`src/rtl/dmem_pkg.sv`:
```
// Shared types and constants for the data-memory port arbiter.
package dmem_pkg;

    typedef enum logic {
        ARB_IDLE = 1'b0,
        ARB_WAIT = 1'b1
    } arb_state_t;

    localparam logic [1:0] SIZE_BYTE = 2'b00;
    localparam logic [1:0] SIZE_HALF = 2'b01;
    localparam logic [1:0] SIZE_WORD = 2'b11;

    localparam int STARVE_LIMIT_DEF = 4;

    // A limit of 0 still needs a one-bit counter so the port widths stay legal.
    function automatic int cnt_width(input int limit);
        return (limit > 0) ? $clog2(limit + 1) : 1;
    endfunction

endpackage

```
`src/rtl/dmem_arbiter.sv`:
```
// Shares the data-memory port between the core load/store path and an external valid/ready requester.
// Latency: grant, mem mux, ready and stall are combinational; external read data returns one edge after grant.
// Backpressure: core wins by default; ext_ready_o stays low until an idle cycle or the starvation bound forces a one-cycle core stall.
module dmem_arbiter
    import dmem_pkg::*;
#(
    parameter int MEM_WIDTH    = 8,
    parameter int STARVE_LIMIT = STARVE_LIMIT_DEF
) (
    input  logic                 clk,
    input  logic                 rst,

    input  logic [MEM_WIDTH-1:0] cpu_addr_i,
    input  logic [31:0]          cpu_wdata_i,
    input  logic                 cpu_read_i,
    input  logic                 cpu_write_i,
    input  logic [1:0]           cpu_size_i,
    output logic [31:0]          cpu_rdata_o,
    output logic                 cpu_stall_o,

    input  logic                 ext_valid_i,
    input  logic                 ext_write_i,
    input  logic [MEM_WIDTH-1:0] ext_addr_i,
    input  logic [31:0]          ext_wdata_i,
    input  logic [1:0]           ext_size_i,
    output logic                 ext_ready_o,
    output logic                 ext_rvalid_o,
    output logic [31:0]          ext_rdata_o,

    output logic [MEM_WIDTH-1:0] mem_addr_o,
    output logic [31:0]          mem_wdata_o,
    output logic [1:0]           mem_size_o,
    output logic                 mem_read_o,
    output logic                 mem_write_o,
    input  logic [31:0]          mem_rdata_i
);

    localparam int             CNT_W   = cnt_width(STARVE_LIMIT);
    localparam logic [CNT_W-1:0] CNT_MAX = CNT_W'(STARVE_LIMIT);

    arb_state_t        state_q, state_d;
    logic [CNT_W-1:0]  starve_cnt_q, starve_cnt_d;
    logic              ext_rvalid_q, ext_rvalid_d;
    logic [31:0]       ext_rdata_q, ext_rdata_d;

    logic core_op;
    logic cnt_sat;
    logic ext_grant;

    always_comb begin
        core_op = cpu_read_i | cpu_write_i;
        // Counter is only non-zero in WAIT, so saturation is only reachable
        // there; a zero limit saturates from IDLE as well.
        cnt_sat = (starve_cnt_q == CNT_MAX) &&
                  ((state_q == ARB_WAIT) || (STARVE_LIMIT == 0));
        ext_grant = ext_valid_i && (!core_op || cnt_sat);

        mem_addr_o  = cpu_addr_i;
        mem_wdata_o = cpu_wdata_i;
        mem_size_o  = cpu_size_i;
        mem_read_o  = cpu_read_i;
        mem_write_o = cpu_write_i;
        ext_ready_o = 1'b0;
        cpu_stall_o = 1'b0;

        state_d      = ARB_IDLE;
        starve_cnt_d = '0;
        ext_rvalid_d = 1'b0;
        ext_rdata_d  = ext_rdata_q;

        if (ext_grant) begin
            mem_addr_o  = ext_addr_i;
            mem_wdata_o = ext_wdata_i;
            mem_size_o  = ext_size_i;
            mem_read_o  = !ext_write_i;
            mem_write_o = ext_write_i;
            ext_ready_o = 1'b1;
            cpu_stall_o = core_op;
            if (!ext_write_i) begin
                ext_rvalid_d = 1'b1;
                ext_rdata_d  = mem_rdata_i;
            end
        end else if (ext_valid_i) begin
            state_d      = ARB_WAIT;
            starve_cnt_d = (starve_cnt_q == CNT_MAX) ? starve_cnt_q
                                                     : starve_cnt_q + CNT_W'(1);
        end

        // Memory strobes and handshakes are inert while reset is held.
        if (!rst) begin
            mem_read_o  = 1'b0;
            mem_write_o = 1'b0;
            ext_ready_o = 1'b0;
            cpu_stall_o = 1'b0;
        end
    end

    always_ff @(posedge clk) begin
        if (!rst) begin
            state_q      <= ARB_IDLE;
            starve_cnt_q <= '0;
            ext_rvalid_q <= 1'b0;
            ext_rdata_q  <= '0;
        end else begin
            state_q      <= state_d;
            starve_cnt_q <= starve_cnt_d;
            ext_rvalid_q <= ext_rvalid_d;
            ext_rdata_q  <= ext_rdata_d;
        end
    end

    assign cpu_rdata_o  = mem_rdata_i;
    assign ext_rvalid_o = ext_rvalid_q;
    assign ext_rdata_o  = ext_rdata_q;

endmodule
```
`config.mk`:
```
export PLATFORM = sky130hd
export DESIGN_NAME = dmem_arbiter
export DESIGN_NICKNAME = d
export VERILOG_FILES = /design/src/rtl/dmem_pkg.sv /design/src/rtl/dmem_arbiter.sv
export SDC_FILE = /design/constraint.sdc
export NUM_CORES = 1
export LEC_CHECK = 0
export ABC_AREA = 1
export CELL_PAD_IN_SITES_DETAIL_PLACEMENT = 2
export CELL_PAD_IN_SITES_GLOBAL_PLACEMENT = 2
export CORE_MARGIN = 2
export CORE_UTILIZATION = 14
export DETAILED_ROUTE_END_ITERATION = 16
export GPL_ROUTABILITY_DRIVEN = 1
export PLACE_DENSITY_LB_ADDON = 0.1
export REMOVE_ABC_BUFFERS = 1
export SLEW_MARGIN = 15
export SYNTH_ARGS = -nofsm -noshare
export SYNTH_HDL_FRONTEND = slang
export SYNTH_SLANG_ARGS = --single-unit
```
`constraint.sdc`:
```
create_clock -name clk -period 1.65 [get_ports clk]
set_input_delay 0.2475 -clock clk [delete_from_list [all_inputs] [get_ports clk]]
set_output_delay 0.2475 -clock clk [all_outputs]
set_load 0.01 [all_outputs]
```
==> impl_metrics.ini, run 1 <==
[cts]
cts_max_level = 2
numCtsBuffers = 5
clkTransAtPathRegs_ns = 0.06
cts_max_path_buffers = 2
cts_tree = yes
cts_hold_buf = 0
clk_latency_ns = 0.29
clock-root-buffer = clkbuf_16
clock_sinks = 37

[layout]
diodes = 0
design_area_sq_um = 5910
multi_input_comb_area_sq_um = 1480
n_fill_cell = 2167
seqCellArea_sq_um = 743
nNetsFinal = 821
syn_to_final_growth_pct = 120
drive_gt1_frac = 0.231

[drt]
first_pass_iters = 4
via_per_inst = 3.96
drtAntennaViolNets = 0
wire_per_inst_um = 16.7
drt_drc_violations_left = 0
vias = 3688
drt_iter0_drc = 50
wl_mm = 15.6

[min_path]
hold-path-cell-count = 4
hp-class = flop to flop

[synth]
synth.most_common_cell = nand2_1
synthArstFlopShare = 0
post-synth-top-area-fraction = 0.276
synth_common_cells = 195 x nand2_1, 102 x inv_1, 38 x nor2_1, 37 x dfxtp_1, 36 x buf_4
ys_ff_latch = 37
ys_seq_area_frac = 0.276
synthTopCellsByArea = dfxtp_1 28%, nand2_1 27%, inv_1 14%
synth.avg_cell_area_sq_um = 5.62
synth_area_sq_um = 2690
ys.flop_type = dfxtp_1
synth.distinct_cells = 20
synth_edf_count = 0
syn_inst = 478
yosysTopAreaCell = dfxtp_1
yosys_warnings = 0

[timing]
holdWs_ns = 0.516
rsz0062_at_grt = true
min_period_ns = 1.91
timing.final.crit_share = 1.16
setup_violations = 46
worst_pin_slew_ns = 0.414
setup_ws_ns = -0.259
skew_ns = 0.00409
slew_headroom = 0.724
drv_slew = 0
fmax_ghz = 0.524
finalHoldViolCount = 0

[placement]
port_buffers = 232
gp_congestion = 0.722
hpwl_mm = 10.8
place_area_sq_um = 5110

[global_route]
grt_usage = 0.140
grt_max_degree = 34
grt_pass1_vias = 3921
grt_pass1_wl_mm = 21.6
antenna_found_initial = 1
grt_overflow = 0

[die]
coreArea_sq_um = 18800
start_util = 0.143
die_h_um = 143
dieArea_sq_um = 20300
die_w_um = 143
rows = 50
pin_count = 233

[outcome]
violations = negative setup slack
status = finished, violations left

[setup_path]
cp-start-kind = flop
worst_setup_path_end_kind = output port
critPathRequiredTime_ns = 1.40
crit_fanout = 12
crit_type = flop to output port
worstRegToRegCells = 12
arrival_ns = 1.66

[power]
p_per_area_nw_per_um2 = 562
leakage_uw = 0.00281
ir_drop_v = 0.000303

[run]
maxCapViolCount = 0
metrics by stage:
| step | TNS (ns) | setup WS (ns) | instances | util | total power (uW) |
|---|---|---|---|---|---|
| floorplan | -36.80 | -0.857 | 420 | - | 1240 |
| global placement | -36.78 | -0.668 | 905 | 0.272 | 2030 |
| detailed placement | -39.51 | -0.732 | 905 | 0.272 | 2050 |
| CTS | -11.48 | -0.319 | 924 | 0.293 | 3290 |
| global route | -14.54 | -0.350 | 932 | 0.315 | 3500 |
| finish | -9.91 | -0.259 | 932 | 0.315 | 3320 |
path summary, 6_finish.rpt:
path / endpoint / startpoint / slack (ns)
worst max register to register: ext_rdata_o[1]$_SDFFE_PN0P_ / starve_cnt_q[1]$_SDFFE_PP0P_ / 0.08
worst max-delay path: mem_write_o / starve_cnt_q[1]$_SDFFE_PP0P_ / -0.26
worst min-delay path: ext_rdata_o[16]$_SDFFE_PN0P_ / ext_rdata_o[16]$_SDFFE_PN0P_ / 0.52
worst min register to register: ext_rdata_o[16]$_SDFFE_PN0P_ / ext_rdata_o[16]$_SDFFE_PN0P_ / 0.52
registers in the layout, summed over array words and instances (netlist names):
name	flops
state_q	1
starve_cnt_q	3
ext_rvalid_o	1
ext_rdata_o	32
repair_timing:
item | 4_1_cts | 5_1_grt
buffers inserted | 5 | 5
pin swaps | 20 | 18
endpoints found under the setup margin | 78 | 81
gates cloned | 6 | 5
gates resized for setup | 263 | 62
worst max-delay path, stage by stage, from the launching register on:
cell	delay, ns
dfxtp_2	0.32
inv_2	0.07
ha_4	0.13
nand3_2	0.07
nand2_2	0.09
nand2_4	0.09
buf_4	0.16
buf_12	0.14
o21ai_2	0.10
nor2_1	0.05
buf_2	0.13
cell families (layout without fill, tap and decap cells):
group                    Yosys count  in the layout  share of synthesized area
AO/OA/AOI/OAI                      4              4                    0.00745
buffers and inverters            162            382                      0.284
XOR/XNOR                           2              2                    0.00652
AND/OR/NAND/NOR                  271            271                      0.417
adder cells (fa/ha/maj)            2              2                    0.00931
flip-flops                        37             37                      0.276
layout make-up:
type / instances / share of cell area
clock buffer: 7 / 0.0242
clock inverter: 1 / 0.00508
inverter: 104 / 0.0674
multi-input combinational: 279 / 0.250
sequential: 37 / 0.126
tap: 234 / 0.0496
timing repair buffer: 270 / 0.478
layer usage:
metal  vias up  part of all wire  global-route usage
met5         -                 0                   0
met4         0             0.011              0.0323
met3        10              0.10              0.0596
met2       162              0.52               0.266
met1      1719              0.37               0.140
li1       1797                 -                   -
power breakdown:
group / internal (uW) / switching (uW)
sequential: 927 / 16.5
clock: 756 / 402
combinational: 687 / 527
total: 2370 / 946
layout by cell type, fill, tap and decap left out, types with 2 or more instances in the layout:
master and instances:
clkdlybuf4s50_1 184, nand2_1 139, inv_1 100, nor2_1 36, dfxtp_1 35, nand2_2 33
nand4_1 32, buf_6 29, nand2_4 25, buf_2 22, buf_4 16, clkbuf_16 10
buf_16 6, buf_12 5, inv_2 2, nor2_2 2, nand3_1 2, a21oi_1 2
dlygate4sd2_1 2, dfxtp_2 2
No activity file was read; power rests on OpenSTA's default activity.
==> run 2: changes to the inputs <==
--- a/config.mk
+++ b/config.mk
@@ -6,6 +6,7 @@
 export NUM_CORES = 1
 export LEC_CHECK = 0
 export ABC_AREA = 1
+export CAP_MARGIN = 5
 export CELL_PAD_IN_SITES_DETAIL_PLACEMENT = 2
 export CELL_PAD_IN_SITES_GLOBAL_PLACEMENT = 2
 export CORE_MARGIN = 2
==> results of run 2 <==
No change in the layout: final DEF, timing and power equal those of run 1.
==> run 3: changes to the inputs <==
--- a/config.mk
+++ b/config.mk
@@ -5,14 +5,14 @@
 export SDC_FILE = /design/constraint.sdc
 export NUM_CORES = 1
 export LEC_CHECK = 0
-export ABC_AREA = 1
 export CAP_MARGIN = 5
 export CELL_PAD_IN_SITES_DETAIL_PLACEMENT = 2
 export CELL_PAD_IN_SITES_GLOBAL_PLACEMENT = 2
 export CORE_MARGIN = 2
-export CORE_UTILIZATION = 14
+export CORE_UTILIZATION = 15
 export DETAILED_ROUTE_END_ITERATION = 16
 export GPL_ROUTABILITY_DRIVEN = 1
+export MAX_ROUTING_LAYER = met4
 export PLACE_DENSITY_LB_ADDON = 0.1
 export REMOVE_ABC_BUFFERS = 1
 export SLEW_MARGIN = 15
==> run 3 against run 2 <==
The flow still finishes with violations (negative setup slack). Register-to-register slack got worse by 0.07 ns. Global-route usage rose by 1.1 points. Sequential share of layout area up 1.2 points. Power is 9.4% lower. Largest cell class unchanged. Largest power group is now the clock network. Die area down 14%.
==> impl_metrics.ini, run 3 <==
[setup_path]
critPathRequiredTime_ns = 1.40
max_stage_delay_ns = 0.34
r2r-start = starve_cnt_q[0]$_SDFFE_PP0P_
crit_type = flop to output port
critPathLaunch = starve_cnt_q[0]$_SDFFE_PP0P_
crit_chain = inv_2 > ha_4 > and3_4 > o21ai_4 > buf_12 > buf_16 > buf_8 > mux2_4 > buf_6
cpMaxStageDelayCell = dfxtp_2
crit_fanout = 8
worst_setup_path_end_kind = output port
cp_top_family = buffers and inverters
cp-start-kind = flop
arrival_ns = 1.99
path_buf_inv = 5

[power]
switching_share = 0.253
leakage_uw = 0.00226
p_per_area_nw_per_um2 = 555
p_clk_frac = 0.348
seq_power_share = 0.308
ir_drop_v = 0.000341
combPwrFrac = 0.344
p_switching_uw = 760
p_int_uw = 2240

[outcome]
violations = negative setup slack
status = finished, violations left

[cts]
clock-root-buffer = clkbuf_16
numCtsBuffers = 5
cts_max_level = 2
cts_tree = yes
cts_hold_buf = 0
cts_max_path_buffers = 2
clk_latency_ns = 0.28
clock_sinks = 37
clkTransAtPathRegs_ns = 0.06

[run]
maxCapViolCount = 0

[drt]
highest_layer = met4
wire_per_inst_um = 18.7
drt_drc_violations_left = 0
drtAntennaViolNets = 0
first_pass_iters = 4
wl_mm = 13.2
vias = 2691
drt_iter0_drc = 64
via_per_inst = 3.83
wl_met1_mm = 4.88
met2WireLength_mm = 7.22
wl_met3_um = 821

[global_route]
grt_max_degree = 65
grt_pass1_vias = 2886
antenna_found_initial = 2
grt_pass1_wl_mm = 19.4
grt_overflow = 0
grt_usage = 0.151

[synth]
synthArstFlopShare = 0
synth_common_cells = 68 x nand2_1, 38 x mux2_4, 37 x dfxtp_1, 32 x buf_4, 32 x mux2i_1
synth_area_sq_um = 2470
syn_inst = 254
synth.avg_cell_area_sq_um = 9.74
synth_edf_count = 0
ys_ff_latch = 37
ys_seq_area_frac = 0.299
yosys_warnings = 0
synthTopCellsByArea = dfxtp_1 30%, mux2_4 23%, mux2i_1 13%
synth.most_common_cell = nand2_1
yosysTopAreaCell = dfxtp_1
synth.distinct_cells = 26
post-synth-top-area-fraction = 0.299
ys.flop_type = dfxtp_1

[placement]
dp_slack_ns = -0.776
port_buffers = 232
hpwl_mm = 10.4
place_area_sq_um = 4900
gp_congestion = 0.795
place_inst = 675

[timing]
fmax_ghz = 0.447
skew_ns = 0.00962
timing.final.crit_share = 1.36
min_period_ns = 2.24
setup_ws_ns = -0.590
rsz0062_at_grt = true
finalHoldViolCount = 0
setup_violations = 45
drv_slew = 0
slew_headroom = 0.575
holdWs_ns = 0.384
worst_pin_slew_ns = 0.638

[min_path]
min_from = rst
hp-class = input pin to flop

[die]
coreArea_sq_um = 16000
die_h_um = 132
rows = 46
die_w_um = 132
pin_count = 233
start_util = 0.155
dieArea_sq_um = 17500

[layout]
multi_input_comb_area_sq_um = 1420
design_area_sq_um = 5410
largest_reg_flops = 32
final_common_cell = clkdlybuf4s50_1
drive_gt1_frac = 0.305
seqCellArea_sq_um = 743
utilization = 0.338
syn_to_final_growth_pct = 119
layout.cells.non_filler = 703
layout_common_cells = 182 x clkdlybuf4s50_1, 68 x nand2_1, 42 x mux2_4, 42 x buf_6, 35 x dfxtp_1
n_fill_cell = 1746
nNetsFinal = 608
-- run 3: changes by cell type in the layout (fill, tap and decap cells not counted), sizes merged, moves of 3 or more --
cell	previous run	this run
nor2	38	5
mux2	0	42
inv	103	5
clkbuf	12	7
nand2	197	68
nor3	0	3
buf	79	84
mux2i	0	32
nand4	32	2
-- run 3: logic make-up after synthesis --
| logic type | Yosys count | synth area share |
|---|---|---|
| and+or+nand+nor | 83 | 0.135 |
| DFF | 37 | 0.299 |
| muxes | 74 | 0.378 |
| buffers and inverters | 50 | 0.146 |
| xor gates and xnor gates | 1 | 0.00354 |
| AOI/OAI and AO/OA | 7 | 0.0273 |
| adders and majority gates | 2 | 0.0101 |
-- run 3: cell type report --
| type | instances | share of cell area |
|---|---|---|
| Antenna cell | 2 | 0.000925 |
| Sequential cell | 37 | 0.137 |
| Timing Repair Buffer | 269 | 0.517 |
| Clock buffer | 7 | 0.0282 |
| Inverter | 4 | 0.00278 |
| Clock inverter | 1 | 0.00162 |
| Multi-Input combinational cell | 167 | 0.262 |
| Tap cell | 216 | 0.0500 |
-- run 3: per-stage QoR --
stage	TNS [ns]	total power, uW
6_report	-22.38	3000
5_1_grt	-27.05	3160
4_1_cts	-23.95	3080
3_5_place_dp	-42.83	1910
3_3_place_gp	-40.95	1890
2_1_floorplan	-47.56	1200
-- run 3: worst paths after layout --
| path | slack, ns | cells past startpoint | end |
|---|---|---|---|
| min reg2reg | 0.46 | 2 | ext_rdata_o[7]$_SDFFE_PN0P_ |
| max reg2reg | 0.01 | 10 | ext_rdata_o[20]$_SDFFE_PN0P_ |
| min | 0.38 | 3 | ext_rvalid_o$_SDFF_PN0_ |
| max | -0.59 | 9 | mem_wdata_o[0] |
-- run 3: power by group through the flow --
| stage | clock [uW] | combinational [uW] | sequential, uW |
|---|---|---|---|
| 6_report | 1040 | 1030 | 926 |
| 5_1_grt | 1140 | 1100 | 929 |
| 4_1_cts | 1100 | 1060 | 926 |
| 3_5_place_dp | 0 | 963 | 946 |
| 3_3_place_gp | 0 | 949 | 944 |
| 2_1_floorplan | 0 | 251 | 954 |
-- run 3: worst reg2reg max path, cell delays in order, from the launching register on --
cell,delay [ns]
dfxtp_2,0.33
inv_2,0.06
ha_4,0.12
buf_4,0.13
nand3_2,0.09
buf_4,0.15
a21oi_4,0.13
buf_12,0.15
buf_12,0.11
buf_16,0.13
mux2i_1,0.17
-- run 3: what timing repair did --
item	CTS	global route
endpoints found under the setup margin	76	66
endpoints found under the hold margin	0	0
cloned	5	0
resized for setup	270	9
buffers inserted	13	5
pin swaps	7	5
-- run 3: routing by layer --
metal | vias to the layer above | track usage
met2 | 103 | 0.280
li1 | 1278 | -
met3 | 12 | 0.0418
met1 | 1298 | 0.157
met5 | - | -
met4 | 0 | 0.0406
